[src/rtl/mem_stage_access_ctrl_pkg.sv]
// Shared definitions for the MEM-stage data memory access controller.
//   state_e            : access FSM states (StIdle = 0, StWait = 1)
//   DEFAULT_BASE_ADDR  : byte address of data memory word 0
//   mem_wb_ctrl_t      : MEM/WB control fields
//   mem_wb_data_t      : MEM/WB data fields
//   *_BUBBLE           : MEM/WB contents of a pipeline bubble (all zero)
//   word_aligned()     : true when a byte address is 32-bit aligned
package mem_stage_access_ctrl_pkg;

    typedef enum logic [0:0] {
        StIdle = 1'b0,
        StWait = 1'b1
    } state_e;

    localparam logic [31:0] DEFAULT_BASE_ADDR = 32'h1001_0000;

    typedef struct packed {
        logic       mem_to_reg;
        logic       reg_write;
        logic [4:0] write_register;
    } mem_wb_ctrl_t;

    typedef struct packed {
        logic [31:0] alu_result;
        logic [31:0] read_data;
    } mem_wb_data_t;

    localparam mem_wb_ctrl_t MEM_WB_CTRL_BUBBLE = '0;
    localparam mem_wb_data_t MEM_WB_DATA_BUBBLE = '0;

    function automatic logic word_aligned(input logic [31:0] addr);
        return addr[1:0] == 2'b00;
    endfunction

endpackage

[src/rtl/mem_stage_access_ctrl_pipe_reg.sv]
// Generic pipeline register slice used to build the MEM/WB fields.
//   clk    : rising-edge clock
//   reset  : synchronous, active-high; clears the slice to zero
//   en_i   : load enable
//   d_i    : next contents
//   q_o    : registered contents
module mem_stage_access_ctrl_pipe_reg #(
    parameter int unsigned WIDTH = 32
) (
    input  logic             clk,
    input  logic             reset,
    input  logic             en_i,
    input  logic [WIDTH-1:0] d_i,
    output logic [WIDTH-1:0] q_o
);

    always_ff @(posedge clk) begin
        if (reset) begin
            q_o <= '0;
        end else if (en_i) begin
            q_o <= d_i;
        end
    end

endmodule

[src/rtl/mem_stage_access_ctrl.sv]
// MEM-stage access controller. Consumes the EX/MEM register outputs, runs lw/sw against a
// req/ack data memory with variable latency, stalls upstream while an access is outstanding
// and drives the registered MEM/WB fields.
//   clk, reset            : clock and synchronous active-high reset
//   mem_read_i/write_i    : EX/MEM load / store
//   mem_to_reg_i          : EX/MEM writeback-from-memory select
//   reg_write_i           : EX/MEM register file write
//   write_register_i      : EX/MEM destination register
//   alu_result_i          : EX/MEM byte address or ALU result
//   read_data_2_i         : EX/MEM store data
//   dmem_req_o/we_o       : memory request (held until ack or abort) / write strobe
//   dmem_addr_o/wdata_o   : word index / store data, stable for the whole request
//   dmem_ack_i/rdata_i    : memory completion / load data valid with the ack
//   stall_o               : hold PC, IF/ID, ID/EX and EX/MEM
//   mem_to_reg_o .. read_data_o : MEM/WB fields
//   addr_err_o            : 1-cycle pulse for misaligned, out-of-range or read+write access
//   bus_err_o             : 1-cycle pulse when an access is aborted on timeout
module mem_stage_access_ctrl
    import mem_stage_access_ctrl_pkg::*;
#(
    parameter int unsigned MEMORY_DEPTH   = 32,
    parameter logic [31:0] BASE_ADDR      = DEFAULT_BASE_ADDR,
    parameter int unsigned TIMEOUT_CYCLES = 255
) (
    input  logic                            clk,
    input  logic                            reset,
    input  logic                            mem_read_i,
    input  logic                            mem_write_i,
    input  logic                            mem_to_reg_i,
    input  logic                            reg_write_i,
    input  logic [4:0]                      write_register_i,
    input  logic [31:0]                     alu_result_i,
    input  logic [31:0]                     read_data_2_i,
    output logic                            dmem_req_o,
    output logic                            dmem_we_o,
    output logic [$clog2(MEMORY_DEPTH)-1:0] dmem_addr_o,
    output logic [31:0]                     dmem_wdata_o,
    input  logic                            dmem_ack_i,
    input  logic [31:0]                     dmem_rdata_i,
    output logic                            stall_o,
    output logic                            mem_to_reg_o,
    output logic                            reg_write_o,
    output logic [4:0]                      write_register_o,
    output logic [31:0]                     alu_result_o,
    output logic [31:0]                     read_data_o,
    output logic                            addr_err_o,
    output logic                            bus_err_o
);

    localparam int unsigned AW            = $clog2(MEMORY_DEPTH);
    localparam logic [7:0]  TIMEOUT_LIMIT = 8'(TIMEOUT_CYCLES);

    state_e        state_q, state_d;
    logic [7:0]    wait_cnt_q, wait_cnt_d;
    logic [AW-1:0] addr_q, addr_d;
    logic          we_q, we_d;
    logic [31:0]   wdata_q, wdata_d;
    logic          addr_err_q, addr_err_d;
    logic          bus_err_q, bus_err_d;

    logic          access;
    logic          both_set;
    logic          in_range;
    logic          legal;
    logic [31:0]   offset;
    logic          bubble;
    logic          take_rdata;
    logic          stall;

    mem_wb_ctrl_t  mem_wb_ctrl_d, mem_wb_ctrl_q;
    mem_wb_data_t  mem_wb_data_d, mem_wb_data_q;

    // Address decode. The lower-bound test guards against the subtraction wrapping.
    assign access   = mem_read_i | mem_write_i;
    assign both_set = mem_read_i & mem_write_i;
    assign offset   = alu_result_i - BASE_ADDR;
    assign in_range = (alu_result_i >= BASE_ADDR) && ((offset >> 2) < MEMORY_DEPTH);
    assign legal    = word_aligned(alu_result_i) && in_range && !both_set;

    always_comb begin
        state_d    = state_q;
        wait_cnt_d = wait_cnt_q;
        addr_d     = addr_q;
        we_d       = we_q;
        wdata_d    = wdata_q;
        addr_err_d = 1'b0;
        bus_err_d  = 1'b0;
        stall      = 1'b0;
        bubble     = 1'b0;
        take_rdata = 1'b0;

        unique case (state_q)
            StIdle: begin
                // An ack arriving here belongs to no request and is ignored.
                if (access) begin
                    bubble = 1'b1;
                    if (legal) begin
                        stall      = 1'b1;
                        state_d    = StWait;
                        wait_cnt_d = '0;
                        addr_d     = offset[AW+1:2];
                        we_d       = mem_write_i;
                        wdata_d    = read_data_2_i;
                    end else begin
                        addr_err_d = 1'b1;
                    end
                end
            end
            StWait: begin
                // Ack wins over a timeout that expires in the same cycle.
                if (dmem_ack_i) begin
                    state_d    = StIdle;
                    take_rdata = 1'b1;
                end else if (wait_cnt_q == TIMEOUT_LIMIT) begin
                    state_d   = StIdle;
                    bus_err_d = 1'b1;
                    bubble    = 1'b1;
                end else begin
                    stall  = 1'b1;
                    bubble = 1'b1;
                    if (wait_cnt_q != 8'hFF) begin
                        wait_cnt_d = wait_cnt_q + 8'd1;
                    end
                end
            end
            default: begin
                state_d = StIdle;
            end
        endcase
    end

    always_ff @(posedge clk) begin
        if (reset) begin
            state_q    <= StIdle;
            wait_cnt_q <= '0;
            addr_q     <= '0;
            we_q       <= 1'b0;
            wdata_q    <= '0;
            addr_err_q <= 1'b0;
            bus_err_q  <= 1'b0;
        end else begin
            state_q    <= state_d;
            wait_cnt_q <= wait_cnt_d;
            addr_q     <= addr_d;
            we_q       <= we_d;
            wdata_q    <= wdata_d;
            addr_err_q <= addr_err_d;
            bus_err_q  <= bus_err_d;
        end
    end

    // MEM/WB next contents: live EX/MEM fields (held by the stall while waiting), or a bubble.
    // Stores and non-memory instructions carry zero read data.
    always_comb begin
        mem_wb_ctrl_d = MEM_WB_CTRL_BUBBLE;
        mem_wb_data_d = MEM_WB_DATA_BUBBLE;
        if (!bubble) begin
            mem_wb_ctrl_d.mem_to_reg     = mem_to_reg_i;
            mem_wb_ctrl_d.reg_write      = reg_write_i;
            mem_wb_ctrl_d.write_register = write_register_i;
            mem_wb_data_d.alu_result     = alu_result_i;
            mem_wb_data_d.read_data      = (take_rdata && !we_q) ? dmem_rdata_i : 32'h0;
        end
    end

    mem_stage_access_ctrl_pipe_reg #(
        .WIDTH($bits(mem_wb_ctrl_t))
    ) u_mem_wb_ctrl (
        .clk  (clk),
        .reset(reset),
        .en_i (1'b1),
        .d_i  (mem_wb_ctrl_d),
        .q_o  (mem_wb_ctrl_q)
    );

    mem_stage_access_ctrl_pipe_reg #(
        .WIDTH($bits(mem_wb_data_t))
    ) u_mem_wb_data (
        .clk  (clk),
        .reset(reset),
        .en_i (1'b1),
        .d_i  (mem_wb_data_d),
        .q_o  (mem_wb_data_q)
    );

    assign dmem_req_o       = (state_q == StWait);
    assign dmem_we_o        = we_q;
    assign dmem_addr_o      = addr_q;
    assign dmem_wdata_o     = wdata_q;
    assign stall_o          = stall;
    assign mem_to_reg_o     = mem_wb_ctrl_q.mem_to_reg;
    assign reg_write_o      = mem_wb_ctrl_q.reg_write;
    assign write_register_o = mem_wb_ctrl_q.write_register;
    assign alu_result_o     = mem_wb_data_q.alu_result;
    assign read_data_o      = mem_wb_data_q.read_data;
    assign addr_err_o       = addr_err_q;
    assign bus_err_o        = bus_err_q;

endmodule

[config.mk]
export PLATFORM = sky130hd
export DESIGN_NAME = mem_stage_access_ctrl
export DESIGN_NICKNAME = d
export VERILOG_FILES = /design/src/rtl/mem_stage_access_ctrl_pkg.sv /design/src/rtl/mem_stage_access_ctrl_pipe_reg.sv /design/src/rtl/mem_stage_access_ctrl.sv
export SDC_FILE = /design/constraint.sdc
export NUM_CORES = 1
export LEC_CHECK = 0
export ABC_AREA = 1
export CAP_MARGIN = 20
export CORE_MARGIN = 3
export CORE_UTILIZATION = 44
export DETAILED_ROUTE_END_ITERATION = 10
export GPL_TIMING_DRIVEN = 1
export MAX_ROUTING_LAYER = met4
export PLACE_DENSITY = 0.83
export SLEW_MARGIN = 0
export SYNTH_ARGS = -nofsm -noshare
export SYNTH_HDL_FRONTEND = slang
export SYNTH_SLANG_ARGS = --single-unit
[constraint.sdc]
create_clock -name clk -period 4.2 [get_ports clk]
set_input_delay 1.26 -clock clk [delete_from_list [all_inputs] [get_ports clk]]
set_output_delay 1.26 -clock clk [all_outputs]
set_load 0.01 [all_outputs]
Word-level counts from Yosys, hierarchy flattened
Cells that the tools add are included.
W data, S select, Z words.

storage, ports and cells
  register bits = 120
  input port bits = 108
  output and inout port bits = 113

cells by class
  reductions and logical operators = 13
  muxes and demuxes = 18
  eq/ne operators = 7
  $lt $le $gt $ge = 2
  add/sub/neg operators = 2
  bitwise operators = 5

operators by type and width
  operator                  count
  $mux W8                   5
  $ge A32 B29 Y1 const B    1
  $sub A32 B29 Y32 const B  1
  $lt A30 B6 Y1 const B     1
  $pmux W8 S2               1
  $mux W1                   10
  $reduce_or A3 Y1          3
  $add A8 B1 Y8 const B     1
  $eq A8 B8 Y1 const B      1
  $ne A2 B2 Y1 const B      4
  $ne A8 B8 Y1 const B      1
  $reduce_and A5 Y1         1
  $logic_and A1 B1 Y1       4
  $pmux W1 S2               2
  $not A1 Y1                3
  $reduce_and A3 Y1         1
  $logic_not A1 Y1          2
  $logic_not A2 Y1          1
  $ne A2 B1 Y1 const B      1
  $reduce_or A2 Y1          1
  $and A1 B1 Y1             1
  $or A1 B1 Y1              1

Logic depth before layout (Yosys ltp)
Gate-level depths: netlist of run 1.

  depth in word-level cells = 8
  depth in mapped cells = 15
  gate-level depth less buffers = 14

Hierarchy
From an unflattened synthesis of run 1, not the netlist that was laid out.

unflattened totals
  cell total of the unflattened synthesis = 988
  area total of the unflattened synthesis = 5925.7 um2

by module, submodules not included
  module                                          area each (um2)  instances  cells an instance
  mem_stage_access_ctrl                           2972.9           1          539
  mem_stage_access_ctrl_pipe_reg (u_mem_wb_data)  2666.3           1          405
  mem_stage_access_ctrl_pipe_reg (u_mem_wb_ctrl)  286.5            1          44

Worst setup path after synthesis of run 1
No wires, ideal clock.

  path kind = input -> output
  from = input port alu_result_i[16]
  to = output port stall_o
  slack = 0.507 ns
  buffers on the path = 1
  cell stages on the path = 10
  required time = 2.940 ns
  arrival = 2.433 ns
  cell sequence = nor2_4 > nand2_4 > nor2_8 > nand2_1 > xor2_1 > nand3_1 > nor2_2 > nand3_2 > buf_6 > nand2_2

on the way
  cells in the longest elaborated chain, start to end = 8
  elaborated cells between the ends (all ways) = 9
  classes of those cells = add/sub (1); order compare (2); mux (3); reduce/logical (3)

ends and longest elaborated chain
  what                                line                         RTL
  start, declared                     mem_stage_access_ctrl.sv:32  input logic [31:0] alu_result_i,
  $sub A32 B29 Y32                    mem_stage_access_ctrl.sv:76  assign offset = alu_result_i - BASE_ADDR;
  $lt A30 B6 Y1                       mem_stage_access_ctrl.sv:77  assign in_range = (alu_result_i >= BASE_ADDR) && ((offset >> 2) < MEMORY_DEPTH);
  $logic_and A1 B1 Y1 *               mem_stage_access_ctrl.sv:77
  $logic_and A1 B1 Y1 * (2 in a row)  mem_stage_access_ctrl.sv:78  assign legal = word_aligned(alu_result_i) && in_range && !both_set;
  $mux W1 *                           mem_stage_access_ctrl.sv:97  if (legal) begin
  $mux W1 *                           mem_stage_access_ctrl.sv:95  if (access) begin
  $pmux W1 S2 *                       mem_stage_access_ctrl.sv:92  unique case (state_q)
  end, declared                       mem_stage_access_ctrl.sv:40  output logic stall_o,

Every way passes the cells marked *; elsewhere a longest branch is shown, timed or not.

Final worst setup path of run 1
  from = input port alu_result_i[15]
  to = output port stall_o

The elaborated chain is that of the path after synthesis.

==> impl_metrics.csv, run 1 <==
group,metric,value,unit
global_routing,antenna_found_initial,0,
cells_and_area,final_util,76.9,%
yosys,synth_enable_flop_cells,0,
timing,hold_violations,0,
timing,setup_viol,0,
clock_network,clk_latency,500,ps
cells_and_area,fin_cells,992,
placement,gp_congestion,0.924,
timing,relSlewSlack,48.6,%
floorplan,rows,36,
yosys,yosys_warnings,0,
yosys,ys_types,28,
detailed_routing,antenna_left,0,
flow_run,maxCapViolations,0,
global_routing,grt_pass1_vias,4350,
power_and_ir_drop,p_sw,0.000561,W
power_and_ir_drop,pwr-share-seq,43.8,%
worst_setup_path,start_kind,"input pin",
worst_setup_path,worstPathRequired,2940,ps
cells_and_area,drive_gt1_share,13.0,%
timing,drv_slew,0,
yosys,ys_seq_area_share,51.9,%
yosys,ys_top_cells_by_area,"dfxtp_1 (52%), nor2_1 (12%), inv_1 (9.3%)",
hold_path,hp-class,"flop to flop",
timing,fin_crit_sh,97.1,%
worst_setup_path,crit_type,"input pin to primary output",
cells_and_area,nets,957,
timing,holdWs,504,ps
yosys,ys_top_cells_by_count,"nor2_1 (142), dfxtp_1 (120), inv_1 (115)",
yosys,synth.net_count,706,
yosys,synth_ff_type,"dfxtp_1",
cells_and_area,register_area,2400,um2
yosys,yosys_register_bits,120,
run_status,status,"completed",
cells_and_area,syn_to_final_growth,66.3,%
placement,placed_cells,960,
worst_setup_path,reg2reg_depth,7,
floorplan,fp.dieW,109,um
floorplan,design.core.area,10000,um2
cells_and_area,antenna_cells,0,
detailed_routing,dr.pass1.iters,7,
power_and_ir_drop,p_sw_share,21.3,%
timing,min_period,4080,ps
yosys,postSynthCellCount,597,
worst_setup_path,end_kind,"primary output",
detailed_routing,wl,12900,um
global_routing,grt_pass1_wl,20000,um
yosys,synth_top_cell_by_area,"dfxtp_1",
worst_setup_path,r2r-start,"dmem_req_o",
floorplan,dieHeight,109,um
global_routing,grt_use_met1,23.7,%
clock_network,hold_buffers,0,
worst_setup_path,worstReg2RegEnd,"dmem_wdata_o[0]",
power_and_ir_drop,ir_drop,0.000203,V
yosys,synth_top_cell_area_share,51.9,%
global_routing,grt_usage,22.5,%
timing,worst_pin_slew,771,ps
hold_path,hp-start,"wait_cnt_q[6]",
power_and_ir_drop,p_total,0.00263,W
global_routing,use_met3,7.22,%
yosys,async_reset_ff_share,0,%
power_and_ir_drop,internal_power,0.00207,W
cells_and_area,multi_input_area,1680,um2
yosys,avgSynthCellArea,7.75,um2
yosys,synth_most_common_cell,"nor2_1",
clock_network,numCtsBuffers,17,
clock_network,cts.reportedPaths.clkPinSlew,50,ps
timing,clock.fmax,245,MHz
power_and_ir_drop,clock_power_share,47.8,%
timing,clock_skew,8.00,ps
floorplan,start_util,46.2,%
hold_path,worstHoldPathCells,2,
global_routing,grtUsageMet2,39.4,%
detailed_routing,drc,0,
clock_network,clkSinkCount,120,
clock_network,cts_htree_levels,4,
placement,placed_cell_area,7110,um2
clock_network,cts_tree,"yes",
clock_network,cts_max_path_buffers,2,
worst_setup_path,path_max_fanout,2,
worst_setup_path,arrival,2820,ps
detailed_routing,drt_iter0_drc,292,
global_routing,grt_max_degree,85,
placement,dpl.hpwl,9540,um
placement,io_buffers,220,
power_and_ir_drop,share_comb_of_total_power,8.4,%
detailed_routing,vias,4418,
floorplan,dieArea,11800,um2
cells_and_area,final_cell_area,7690,um2
global_routing,grt-ovfl-total,0,
hold_path,holdPathEnd,"wait_cnt_q[6]",
worst_setup_path,regToRegSetupSlack,2260,ps
power_and_ir_drop,leakagePower,3.62,nW
clock_network,cts_root_buf,"clkbuf_8",
detailed_routing,wl_per_cell,13.0,um
yosys,syn_area,4620,um2
power_and_ir_drop,powerDensity,342,nW/um2
floorplan,ios,221,
cells_and_area,fillers,686,
global_routing,top_usage_layer,"met2",
detailed_routing,via_per_inst,4.45,
worst max-delay path, stage by stage:
cell and delay [ps]:
clkdlybuf4s50_1 400, inv_1 70, nand2_1 80, nor3_2 130, nand2_1 80, nor2_1 90, nand2_1 60, nor2_2 120
nand2_1 70, nor2_2 140, nand3_2 100, nand2_2 80, buf_4 130
worst max path at each step:
stage,start,end,slack (ps),depth (start not counted)
after global placement,alu_result_i[16],stall_o,-450,11
final,alu_result_i[15],stall_o,120,13
after CTS,alu_result_i[22],stall_o,40,11
after detailed placement,alu_result_i[16],stall_o,-530,11
after floorplan,alu_result_i[16],stall_o,510,10
after global routing,alu_result_i[15],stall_o,-50,13
through the flow:
step	TNS [ps]	setup WS (ps)
after floorplan	0	507
after global placement	-447	-447
after detailed placement	-526	-526
after CTS	0	37.3
after global routing	-49.8	-49.8
final	0	123
what timing repair did:
item / in CTS / in global routing
pin swaps: 2 / 7
gates resized for setup: 18 / 17
setup endpoints to repair: 1 / 1
buffers inserted: 1 / 1
cell families (layout without fill, tap and decap cells):
| family | count (synthesis) | in the layout | share of synthesized area [%] |
|---|---|---|---|
| adder cells (fa/ha/maj) | 1 | 1 | 0.271 |
| AO/OA/AOI/OAI | 19 | 19 | 2.11 |
| flip-flops | 120 | 120 | 51.9 |
| XOR/XNOR | 6 | 6 | 1.14 |
| AND/OR/NAND/NOR | 305 | 305 | 32.0 |
| buffers and inverters | 146 | 408 | 12.5 |
sequential cells by signal (all words and copies together) (netlist names):
register,cells
u_mem_wb_data.q_o,64
dmem_wdata_o,32
wait_cnt_q,8
u_mem_wb_ctrl.q_o,7
dmem_addr_o,5
addr_err_o,1
bus_err_o,1
dmem_req_o,1
dmem_we_o,1
layer usage:
metal | share of wire (%) | vias to the layer above
met2 | 51 | 156
li1 | - | 2261
met1 | 39 | 1987
met4 | 2.1 | 0
met5 | 0 | -
met3 | 7.7 | 14
cell type report:
class | instances | area share (%)
timing repair buffer | 253 | 31.9
sequential | 120 | 31.2
multi-input combinational | 331 | 21.9
inverter | 125 | 6.10
clock buffer | 21 | 5.71
tap | 133 | 2.16
clock inverter | 9 | 1.03
cell usage in the layout, fill, tap and decap left out, drive strengths merged:
| cell | instances |
|---|---|
| a211oi | 1 |
| nand2 | 90 |
| clkbuf | 21 |
| clkinv | 8 |
| a21oi | 13 |
| dfxtp | 120 |
| o21ai | 5 |
| nor2 | 147 |
| clkinvlp | 2 |
| dlygate4sd2 | 8 |
| xnor2 | 1 |
| inv | 123 |
| dlymetal6s2s | 7 |
| nand4 | 4 |
| xor2 | 5 |
| buf | 35 |
| nor3 | 6 |
| nor3b | 38 |
| nand3 | 20 |
| ha | 1 |
| bufinv | 1 |
| clkdlybuf4s50 | 203 |
power by group through the flow:
stage	logic (W)	registers (W)	clock network (W)
5_1_grt	0.000237	0.00115	0.00134
2_1_floorplan	0.0000519	0.00118	0
3_5_place_dp	0.000216	0.00118	0
4_1_cts	0.000218	0.00115	0.00129
6_report	0.000220	0.00115	0.00126
3_3_place_gp	0.000212	0.00118	0
Power figures use the tool's default switching activity.
==> inputs of run 2 (changes only) <==
- CORE_UTILIZATION: 44 -> 41
- PLACE_DENSITY: 0.83 -> 0.78
- clock period: 4.2 -> 4.03 ns (I/O delays scaled with it)
==> impl_metrics.csv, run 2 (synthesis results as in run 1) <==
group,metric,value,unit
global_routing,grt_max_degree,85,
power_and_ir_drop,p_total,0.00294,W
worst_setup_path,end_kind,"primary output",
clock_network,clk_latency,390,ps
timing,worst_pin_slew,779,ps
clock_network,numCtsBuffers,17,
global_routing,grt_pass1_wl,21000,um
detailed_routing,drc,0,
cells_and_area,fillers,834,
cells_and_area,syn_to_final_growth,69.2,%
cells_and_area,top_register,"u_mem_wb_data.q_o",
power_and_ir_drop,leakagePower,3.64,nW
timing,fin_crit_sh,97.9,%
cells_and_area,drive_gt1_share,14.1,%
detailed_routing,antenna_left,0,
placement,io_buffers,220,
detailed_routing,dr.pass1.iters,5,
placement,gp_congestion,0.882,
cells_and_area,final_cell_mix,"clkdlybuf4s50_1 (203), nor2_1 (135), dfxtp_1 (120)",
worst_setup_path,arrival,2740,ps
detailed_routing,wl,12900,um
detailed_routing,wl_per_cell,12.8,um
cells_and_area,nets,963,
floorplan,ios,221,
clock_network,clkSinkCount,120,
detailed_routing,vias,4466,
cells_and_area,layout.cells.most_common,"clkdlybuf4s50_1",
worst_setup_path,start_kind,"input pin",
clock_network,cts_htree_levels,4,
clock_network,hold_buffers,0,
timing,setup_viol,0,
detailed_routing,via_per_inst,4.44,
cells_and_area,antenna_cells,0,
worst_setup_path,crit_slowest_cell,"clkdlybuf4s50_1",
floorplan,fp.dieW,112,um
worst_setup_path,cp_cell_sequence,"clkdlybuf4s50_1, inv_1, nand2_1, nor3_2, nand2_1, nor2_1, nand2_1, nor2_1, nand2_1, nor2_2, nand3_2, nand2_2, buf_6",
clock_network,cts_max_path_buffers,2,
global_routing,grt_pass1_vias,4470,
timing,min_period,3950,ps
placement,dpl.hpwl,9390,um
global_routing,antenna_found_initial,0,
timing,clock_skew,10.7,ps
global_routing,grt-ovfl-total,0,
worst_setup_path,worstPathRequired,2820,ps
worst_setup_path,crit_type,"input pin to primary output",
placement,placed_cell_area,7150,um2
global_routing,grt_usage,21.2,%
floorplan,rows,38,
worst_setup_path,path_max_fanout,2,
floorplan,dieHeight,112,um
power_and_ir_drop,powerDensity,376,nW/um2
floorplan,dieArea,12600,um2
cells_and_area,largest_register_ffs,64,
hold_path,hp-class,"flop to flop",
timing,setup-tns-final,0,ps
clock_network,cts.reportedPaths.clkPinSlew,50,ps
cells_and_area,final_util,71.5,%
floorplan,start_util,42.3,%
cells_and_area,final_cell_area,7820,um2
timing,relSlewSlack,48.1,%
timing,hold_violations,0,
flow_run,maxCapViolations,0,
clock_network,cts_root_buf,"clkbuf_16",
placement,placed_cells,971,
power_and_ir_drop,ir_drop,0.000251,V
timing,clock.fmax,253,MHz
timing,drv_slew,0,
worst_setup_path,path_common_cell,"nand2_1",
floorplan,design.core.area,10900,um2
detailed_routing,drt_iter0_drc,245,
cells_and_area,fin_cells,1006,
clock_network,cts_tree,"yes",
worst_setup_path,max_stage_delay,410,ps
run_status,status,"completed",
run 2: cell count changes in the layout (fill, tap and decap cells not counted), sizes merged:
| cell | before | now |
|---|---|---|
| clkinvlp | 2 | 4 |
| clkinv | 8 | 7 |
| dlymetal6s2s | 7 | 3 |
| bufinv | 1 | 3 |
| buf | 35 | 41 |
| clkbuf | 21 | 19 |
| dlygate4sd2 | 8 | 12 |
run 2: final cells by class:
| class | instances | area, um2 | share of cell area [%] |
|---|---|---|---|
| repair buffers | 259 | 2480 | 31.7 |
| inverters | 125 | 469 | 6.00 |
| well taps | 140 | 175 | 2.24 |
| clock buffers | 19 | 443 | 5.66 |
| multi-input cells | 331 | 1700 | 21.7 |
| flip-flops and latches | 120 | 2400 | 30.7 |
| clock inverters | 12 | 153 | 1.95 |
run 2: repair_timing:
| action | 4_1_cts | 5_1_grt |
|---|---|---|
| buffers inserted | 2 | 2 |
| pin swaps | 6 | 9 |
| gates resized for setup | 23 | 14 |
| setup endpoints to repair | 1 | 1 |
run 2: path summary, 6_finish.rpt:
check | from | to | slack, ps | cells after the start
max | alu_result_i[10] | stall_o | 80 | 13
min | wait_cnt_q[6] | wait_cnt_q[6] | 510 | 2
max reg2reg | dmem_req_o | dmem_wdata_o[6] | 2160 | 7
min reg2reg | wait_cnt_q[6] | wait_cnt_q[6] | 510 | 2
run 2: metal layers:
metal	track usage [%]	vias to the layer above	share of wire (%)
li1	-	2271	-
met1	23.0	2022	40
met2	37.3	164	53
met3	6.74	9	6.4
met4	5.69	0	1.0
met5	-	-	0
run 2: power breakdown:
| part | switching, W | total (W) | internal [W] |
|---|---|---|---|
| logic | 0.0000906 | 0.000230 | 0.000140 |
| clock network | 0.000528 | 0.00151 | 0.000983 |
| registers | 0.00000276 | 0.00120 | 0.00120 |
| total | 0.000621 | 0.00294 | 0.00232 |
run 2: metrics by stage:
step           setup slack (ps)  hold slack (ps)
3_3_place_gp               -515              488
2_1_floorplan               439              474
3_5_place_dp               -584              506
5_1_grt                   -41.9              533
4_1_cts                    7.91              512
6_report                   82.7              514
run 2: worst max-delay path: cells and delay by family:
kind	cells	cell delay, ps
buf+inv	3	590
simple gates	10	940
